--- src/rtl/time_keeper_bcd_pkg.sv ---
// Shared types and helpers for the MM:SS BCD time-keeping core.
package time_keeper_bcd_pkg;

    typedef enum logic [1:0] {RUN, PAUSE, ADJUST} state_t;

    localparam logic [3:0] BCD_NINE = 4'd9;

    typedef struct packed {
        logic [3:0] tens;
        logic [3:0] ones;
    } bcd_pair;

    // Decimal 0..99 to a BCD digit pair, used to elaborate the MAX parameters.
    function automatic bcd_pair to_bcd(input int unsigned v);
        bcd_pair r;
        r.tens = 4'(v / 10);
        r.ones = 4'(v % 10);
        return r;
    endfunction

endpackage

--- src/rtl/time_keeper_bcd_if.sv ---
// Tick/control inputs and display outputs of the time-keeping core.
interface time_keeper_bcd_if;

    logic       tick_1hz;
    logic       tick_2hz;
    logic       tick_4hz;
    logic       pause_btn;
    logic       adj;
    logic       sel;
    logic [3:0] min_ten;
    logic [3:0] min_one;
    logic [3:0] sec_ten;
    logic [3:0] sec_one;
    logic       blank_min;
    logic       blank_sec;
    logic       paused;

    modport master (
        output tick_1hz, tick_2hz, tick_4hz, pause_btn, adj, sel,
        input  min_ten, min_one, sec_ten, sec_one, blank_min, blank_sec, paused
    );

    modport slave (
        input  tick_1hz, tick_2hz, tick_4hz, pause_btn, adj, sel,
        output min_ten, min_one, sec_ten, sec_one, blank_min, blank_sec, paused
    );

endinterface

--- src/rtl/time_keeper_bcd_bcd_pair_counter.sv ---
// Two-digit BCD counter wrapping from max to 00; wrap is the same-cycle carry out.
module bcd_pair_counter
    import time_keeper_bcd_pkg::*;
(
    input  logic       clk,
    input  logic       reset,
    input  logic       inc,
    input  bcd_pair    max,
    output logic [3:0] tens,
    output logic [3:0] ones,
    output logic       wrap
);

    bcd_pair r_val;

    // Combinational so a chained counter steps on the same edge as this one.
    assign wrap = inc & (r_val == max);

    always_ff @(posedge clk) begin
        if (reset) begin
            r_val <= '0;
        end else if (inc) begin
            if (r_val == max) begin
                r_val <= '0;
            end else if (r_val.ones == BCD_NINE) begin
                r_val.ones <= 4'd0;
                r_val.tens <= r_val.tens + 4'd1;
            end else begin
                r_val.ones <= r_val.ones + 4'd1;
            end
        end
    end

    assign tens = r_val.tens;
    assign ones = r_val.ones;

endmodule

--- src/rtl/time_keeper_bcd.sv ---
// MM:SS time keeper: pause toggle, 2 Hz field adjust and 4 Hz blink masks.
module time_keeper_bcd
    import time_keeper_bcd_pkg::*;
#(
    parameter int MINUTE_MAX = 59,
    parameter int SECOND_MAX = 59
) (
    input  logic                 clk,
    input  logic                 reset,
    time_keeper_bcd_if.slave     tk
);

    localparam bcd_pair MIN_MAX_BCD = to_bcd(MINUTE_MAX);
    localparam bcd_pair SEC_MAX_BCD = to_bcd(SECOND_MAX);

    logic   r_pause_q;
    logic   r_paused;
    logic   r_phase;
    logic   r_blank_min;
    logic   r_blank_sec;

    state_t w_state;
    logic   w_pause_edge;
    logic   w_phase_nxt;
    logic   w_sec_inc;
    logic   w_min_inc;
    logic   w_sec_wrap;
    logic   w_min_wrap_unused;

    // Mode follows adj immediately; the pause flag seen here is the pre-toggle value.
    always_comb begin
        w_state = RUN;
        if (tk.adj)        w_state = ADJUST;
        else if (r_paused) w_state = PAUSE;
    end

    assign w_pause_edge = tk.pause_btn & ~r_pause_q;
    assign w_phase_nxt  = (w_state == ADJUST) ? (r_phase ^ tk.tick_4hz) : 1'b0;

    assign w_sec_inc = ((w_state == RUN) & tk.tick_1hz) |
                       ((w_state == ADJUST) & tk.sel & tk.tick_2hz);
    assign w_min_inc = ((w_state == RUN) & w_sec_wrap) |
                       ((w_state == ADJUST) & ~tk.sel & tk.tick_2hz);

    always_ff @(posedge clk) begin
        if (reset) begin
            r_pause_q   <= 1'b0;
            r_paused    <= 1'b0;
            r_phase     <= 1'b0;
            r_blank_min <= 1'b0;
            r_blank_sec <= 1'b0;
        end else begin
            r_pause_q   <= tk.pause_btn;
            if (w_pause_edge) r_paused <= ~r_paused;
            r_phase     <= w_phase_nxt;
            r_blank_min <= w_phase_nxt & ~tk.sel;
            r_blank_sec <= w_phase_nxt & tk.sel;
        end
    end

    bcd_pair_counter u_sec (
        .clk   (clk),
        .reset (reset),
        .inc   (w_sec_inc),
        .max   (SEC_MAX_BCD),
        .tens  (tk.sec_ten),
        .ones  (tk.sec_one),
        .wrap  (w_sec_wrap)
    );

    bcd_pair_counter u_min (
        .clk   (clk),
        .reset (reset),
        .inc   (w_min_inc),
        .max   (MIN_MAX_BCD),
        .tens  (tk.min_ten),
        .ones  (tk.min_one),
        .wrap  (w_min_wrap_unused)
    );

    assign tk.paused    = r_paused;
    assign tk.blank_min = r_blank_min;
    assign tk.blank_sec = r_blank_sec;

endmodule

--- src/flat_wrapper.sv ---
// flat-port wrapper written by rule: the top's interface ports become plain ports
module time_keeper_bcd_flat import time_keeper_bcd_pkg::*;
#(
    parameter int MINUTE_MAX = 59,
    parameter int SECOND_MAX = 59
)
  (clk, reset, tk_tick_1hz, tk_tick_2hz, tk_tick_4hz, tk_pause_btn, tk_adj, tk_sel, tk_min_ten, tk_min_one, tk_sec_ten, tk_sec_one, tk_blank_min, tk_blank_sec, tk_paused);
  time_keeper_bcd_if tk_i ();
  input  logic clk;
  input  logic reset;
  input wire logic [$bits(tk_i.tick_1hz)-1:0] tk_tick_1hz;
  input wire logic [$bits(tk_i.tick_2hz)-1:0] tk_tick_2hz;
  input wire logic [$bits(tk_i.tick_4hz)-1:0] tk_tick_4hz;
  input wire logic [$bits(tk_i.pause_btn)-1:0] tk_pause_btn;
  input wire logic [$bits(tk_i.adj)-1:0] tk_adj;
  input wire logic [$bits(tk_i.sel)-1:0] tk_sel;
  output wire logic [$bits(tk_i.min_ten)-1:0] tk_min_ten;
  output wire logic [$bits(tk_i.min_one)-1:0] tk_min_one;
  output wire logic [$bits(tk_i.sec_ten)-1:0] tk_sec_ten;
  output wire logic [$bits(tk_i.sec_one)-1:0] tk_sec_one;
  output wire logic [$bits(tk_i.blank_min)-1:0] tk_blank_min;
  output wire logic [$bits(tk_i.blank_sec)-1:0] tk_blank_sec;
  output wire logic [$bits(tk_i.paused)-1:0] tk_paused;
  assign tk_i.tick_1hz = tk_tick_1hz;
  assign tk_i.tick_2hz = tk_tick_2hz;
  assign tk_i.tick_4hz = tk_tick_4hz;
  assign tk_i.pause_btn = tk_pause_btn;
  assign tk_i.adj = tk_adj;
  assign tk_i.sel = tk_sel;
  assign tk_min_ten = tk_i.min_ten;
  assign tk_min_one = tk_i.min_one;
  assign tk_sec_ten = tk_i.sec_ten;
  assign tk_sec_one = tk_i.sec_one;
  assign tk_blank_min = tk_i.blank_min;
  assign tk_blank_sec = tk_i.blank_sec;
  assign tk_paused = tk_i.paused;
  time_keeper_bcd #(.MINUTE_MAX(MINUTE_MAX), .SECOND_MAX(SECOND_MAX)) u_core (.clk(clk), .reset(reset), .tk(tk_i));
endmodule
--- config.mk ---
export PLATFORM = sky130hd
export DESIGN_NAME = time_keeper_bcd_flat
export DESIGN_NICKNAME = d
export VERILOG_FILES = /design/src/rtl/time_keeper_bcd_pkg.sv /design/src/rtl/time_keeper_bcd_if.sv /design/src/rtl/time_keeper_bcd_bcd_pair_counter.sv /design/src/rtl/time_keeper_bcd.sv /design/src/flat_wrapper.sv
export SDC_FILE = /design/constraint.sdc
export NUM_CORES = 1
export LEC_CHECK = 0
export ABC_AREA = 1
export BUFFER_PORTS_ARGS = -buffer_cell sky130_fd_sc_hd__buf_2
export CORE_MARGIN = 10
export CORE_UTILIZATION = 55
export DETAILED_ROUTE_END_ITERATION = 16
export PLACE_DENSITY_LB_ADDON = 0.15
export SKIP_LAST_GASP = 1
export SYNTH_ARGS = -nofsm -noshare
export SYNTH_HDL_FRONTEND = slang
export SYNTH_SLANG_ARGS = --single-unit
--- constraint.sdc ---
create_clock -name clk -period 2.5 [get_ports clk]
set_clock_uncertainty 0.2 [all_clocks]
set_input_delay 0.125 -clock clk [delete_from_list [all_inputs] [get_ports clk]]
set_output_delay 0.125 -clock clk [all_outputs]
set_load 0.05 [all_outputs]
[After elaboration in Yosys (flattened, before gate mapping)]
Index checks and enable logic that the tools add are counted.
W data, S select, Z words.
Cells by class
  $add $sub $neg: 4
  equality and inequality tests: 5
  mux-type cells: 9
  bitwise logic cells: 16
  reductions and logical operators: 5
Operators with widths (number)
  $add A4 B1 Y4 const B: 4
  $eq A8 B7 Y1 const B: 2
  $mux W4: 4
  $mux W8: 2
  $and A1 B1 Y1: 10
  $eq A4 B4 Y1 const B: 2
  $reduce_and A2 Y1: 2
  $reduce_bool A2 Y1: 2
  $not A1 Y1: 3
  $eq A2 B2 Y1 const B: 1
  $logic_not A2 Y1: 1
  $mux W1: 2
  $mux W2: 1
  $or A1 B1 Y1: 2
  $xor A1 B1 Y1: 1
Storage, ports and cells
  register bits: 21
  input port bits: 8
  output and inout bits: 19
  logic and storage cells: 48

[Depth between registers and ports, before layout]
  word-level depth: 10
  depth in mapped cells: 10
  mapped depth without buffers: 10

[By module]
A second synthesis with hierarchy kept.
Second synthesis, totals
  cells, all modules: 201
  area total of the unflattened synthesis: 1387.6 sq um
By module, submodules not included
  bcd_pair_counter: instances 2, cells an instance 84, area each 576.8 sq um, seq. area each 160.2 sq um
  time_keeper_bcd: instances 1, cells an instance 33, area each 234.0 sq um, seq. area each 100.1 sq um

[Worst setup path after synthesis]
OpenSTA, ideal clock, no wires.
  path kind: reg2reg
  start: register, netlist name u_core.u_sec.tens[0]
  end: register, netlist name u_core.u_min.tens[2]
  setup time: 0.132 ns
  arrival time: 1.525 ns
  data required time: 2.168 ns
  path slack: 0.643 ns
  cell stages (with the launch flop): 9
  buffers on the path: 0
  clock period less this slack: 1.857 ns
  cell sequence: dfxtp_1 -> ha_1 -> nand3b_1 -> nor2_4 -> nand3_2 -> nand2_4 -> nand2_4 -> nand2_1 -> a21oi_1
Between the ends
  cells in the longest elaborated chain, start to end: 5
RTL lines
  $eq A8 B7 Y1: line time_keeper_bcd_bcd_pair_counter.sv:17  | assign wrap = inc & (r_val == max);
  $and A1 B1 Y1: line time_keeper_bcd_bcd_pair_counter.sv:17
  $and A1 B1 Y1: line time_keeper_bcd.sv:42  | assign w_min_inc = ((w_state == RUN) & w_sec_wrap) |
  $or A1 B1 Y1: line time_keeper_bcd.sv:42
  $reduce_and A2 Y1 (no line)
Every way passes these cells.
A chain may end at the register's enable or synchronous reset.

[Worst setup path in the final report]
  start: register, netlist name u_core.u_sec.tens[1]
  end: register, netlist name u_core.u_min.tens[0]
Between the ends
  cells in the longest elaborated chain, start to end: 5
RTL lines (line)
  $eq A8 B7 Y1: time_keeper_bcd_bcd_pair_counter.sv:17
  $and A1 B1 Y1: time_keeper_bcd_bcd_pair_counter.sv:17
  $and A1 B1 Y1: time_keeper_bcd.sv:42
  $or A1 B1 Y1: time_keeper_bcd.sv:42
  $reduce_and A2 Y1 (no line)
Every way passes these cells.

==> impl_metrics.csv <==
group,metric,value,unit
drt,drt-total-wl,2.32,mm
global_route,grt_overflow,0,
clock_tree,cts.clk_slew.worst_paths,0.12,ns
sta,hold_violations,0,
synthesis,synth.largest_area_cell,"dfxtp_1",
clock_tree,clock_path_buffers,2,
power,p_leak,0.662,nW
synthesis,synth_cells,146,
min_path,hp-class,"in2reg",
synthesis,ys_seq_area_share,39.0,%
floorplanning,die_w,64.3,um
synthesis,synth_area_per_cell,7.38,um2
sta,relSlewSlack,82.6,%
clock_tree,cts_sinks,21,
layout,utilization,73.1,%
power,power_density,455,nW/um2
layout,regArea,420,um2
worst_setup_path,critical_path_arrival,1.65,ns
global_route,antenna_found_initial,0,
synthesis,syn_nets,160,
sta,layout_setup_ws,0.897,ns
floorplanning,initial_utilization,60.4,%
sta,layout_worst_path_cycle_share,64.1,%
sta,report.final.slew_viol_count,0,
sta,max_freq,624,MHz
power,peakVddDrop,0.346,mV
drt,vias_per_cell,4.91,
layout,synthToLayoutAreaGrowth,20.9,%
synthesis,ys_top_cells_by_area,"dfxtp_1, nand2_1, ha_1",
clock_tree,cts_tree,"yes",
floorplanning,rows,15,
layout,n_antenna_cell,0,
floorplanning,core,1780,um2
drt,num_vias,1001,
layout,drive_gt1_share,25.1,%
sta,finalSetupTns,0,ns
placed_design,dp_hpwl,1.83,mm
synthesis,async_reset_ff_share,0,%
clock_tree,cts_setup_buffers,0,
sta,worstMarginPinSlew,0.260,ns
synthesis,synth_top_family_by_area,"simple AND/OR/NAND/NOR gates",
global_route,grt_use_total,11.6,%
synthesis,ys_top_cells_by_count,"nand2_1, dfxtp_1, nor2_1",
placed_design,portBuffers,26,
layout,final_nets,194,
synthesis,ys_types,25,
synthesis,synthSimpleGateAreaFrac,33.3,%
placed_design,dp_slack,0.927,ns
worst_setup_path,startpoint_type,"register",
layout,multiInputGateArea,567,um2
drt,drtIter0Drc,39,
placed_design,place_congestion,0.764,
drt,wl_per_cell,11.4,um
run_status,outcome,"finished clean",
floorplanning,dieArea,4130,um2
worst_setup_path,critical_path_required,2.55,ns
sta,period_needed,1.60,ns
synthesis,synthFlopType,"dfxtp_1",
synthesis,synth_edf_count,0,
layout,nFillCells,143,
synthesis,synth_top_area_share,39.0,%
worst_setup_path,worstSetupPathType,"reg2reg",
synthesis,synthMuxAreaShare,0,%
global_route,grt_pass1_wl,3.99,mm
drt,antenna_left,0,
clock_tree,insertion_delay,0.30,ns
drt,drc_errors,0,
synthesis,synth_warnings,0,
clock_tree,cts.htree.levels,1,
global_route,grt_max_degree,13,
flow_run,cap_violations,0,
drt,dr.pass1.iters,4,
floorplanning,die_h,64.3,um
synthesis,synth.cell_area,1080,um2
sta,setup_viol,0,
clock_tree,cts.repair.resized,0,
synthesis,synth_compound_area_share,8.25,%
synthesis,yosys.area_share.adder,6.97,%
worst_setup_path,worstPathMaxFanout,8,
clock_tree,root_buffer,"clkbuf_4",
global_route,grt_pass1_vias,913,
floorplanning,io_pins,27,
clock_tree,numCtsBuffers,3,
synthesis,synthXorXnorAreaFrac,4.07,%
worst_setup_path,endpoint_kind,"register",
synthesis,ys_seq_elements,21,
sta,rsz0062_at_grt,"false",
synthesis,yosysMostFrequentCell,"nand2_1",
registers in the layout (all words and copies together) (netlist names):
signal               cells
u_core.u_sec.tens        4
u_core.tk.blank_sec      1
u_core.u_min.tens        4
u_core.tk.blank_min      1
u_core.u_sec.ones        4
u_core.r_pause_q         1
u_core.r_phase           1
u_core.tk.paused         1
u_core.u_min.ones        4
cell type report:
cell class | instances | area share (%)
clock inverter | 1 | 0.384
tap | 25 | 2.40
timing repair buffer | 30 | 13.1
clock buffer | 3 | 1.73
sequential | 21 | 32.3
inverter | 23 | 6.63
multi-input combinational | 101 | 43.5
layout by cell type (no fill, tap or decap), types with 5 or more instances in the layout:
| cell | n |
|---|---|
| nor2_1 | 19 |
| nand3_1 | 11 |
| inv_1 | 18 |
| ha_1 | 6 |
| inv_2 | 5 |
| dfxtp_1 | 21 |
| a21oi_1 | 9 |
| nand2_1 | 27 |
| buf_2 | 26 |
power by group:
part / internal (mW) / switching [mW] / total, mW
Combinational: 0.0245 / 0.0541 / 0.0787
Clock: 0.0597 / 0.105 / 0.164
Sequential: 0.343 / 0.00736 / 0.350
cells by family (layout without fill, tap and decap cells):
group                    after synthesis  count (layout)
AND/OR/NAND/NOR                       73              73
buffers and inverters                 24              57
flip-flops                            21              21
AO/OA/AOI/OAI                         17              17
adder cells (fa/ha/maj)                6               6
XOR/XNOR                               5               5
per-layer routing:
| metal | part of all wire (%) | up-vias | GRT usage [%] |
|---|---|---|---|
| li1 | - | 526 | - |
| met1 | 45 | 453 | 13.4 |
| met2 | 48 | 18 | 18.8 |
| met3 | 5.1 | 4 | 3.48 |
| met4 | 1.8 | 0 | 5.61 |
| met5 | 0 | - | 0 |
critical path: stages, from the launching register on:
cell	delay, ns
dfxtp_1	0.36
inv_1	0.08
ha_1	0.14
nand3b_1	0.14
nor2_4	0.15
nand3_2	0.08
nand2_4	0.12
nand2_4	0.08
nand2_1	0.06
nand2_1	0.04
nor2_1	0.09
final timing paths:
check / end / cells after the start / from / slack, ns
max: u_core.u_min.tens[0] / 10 / u_core.u_sec.tens[1] / 0.90
min: u_core.r_phase / 4 / tk_adj / 0.04
max reg2reg: u_core.u_min.tens[0] / 10 / u_core.u_sec.tens[1] / 0.90
min reg2reg: u_core.u_sec.ones[2] / 2 / u_core.u_sec.ones[2] / 0.29
timing repair:
action / in CTS / in global routing
hold buffers: 4 / 0
hold endpoints to repair: 11 / 0
endpoints found under the setup margin: 0 / 0
metrics by stage:
stage / hold slack (ns) / cell area (um2) / power, mW / std cells
after detailed placement: 0.120 / 1230 / 0.432 / 196
after global routing: 0.0842 / 1300 / 0.624 / 204
after floorplan: -0.00262 / 1080 / 0.411 / 146
after global placement: 0.121 / 1230 / 0.430 / 196
after CTS: 0.0337 / 1300 / 0.598 / 204
final: 0.0417 / 1300 / 0.593 / 204
Power figures use the tool's default switching activity.
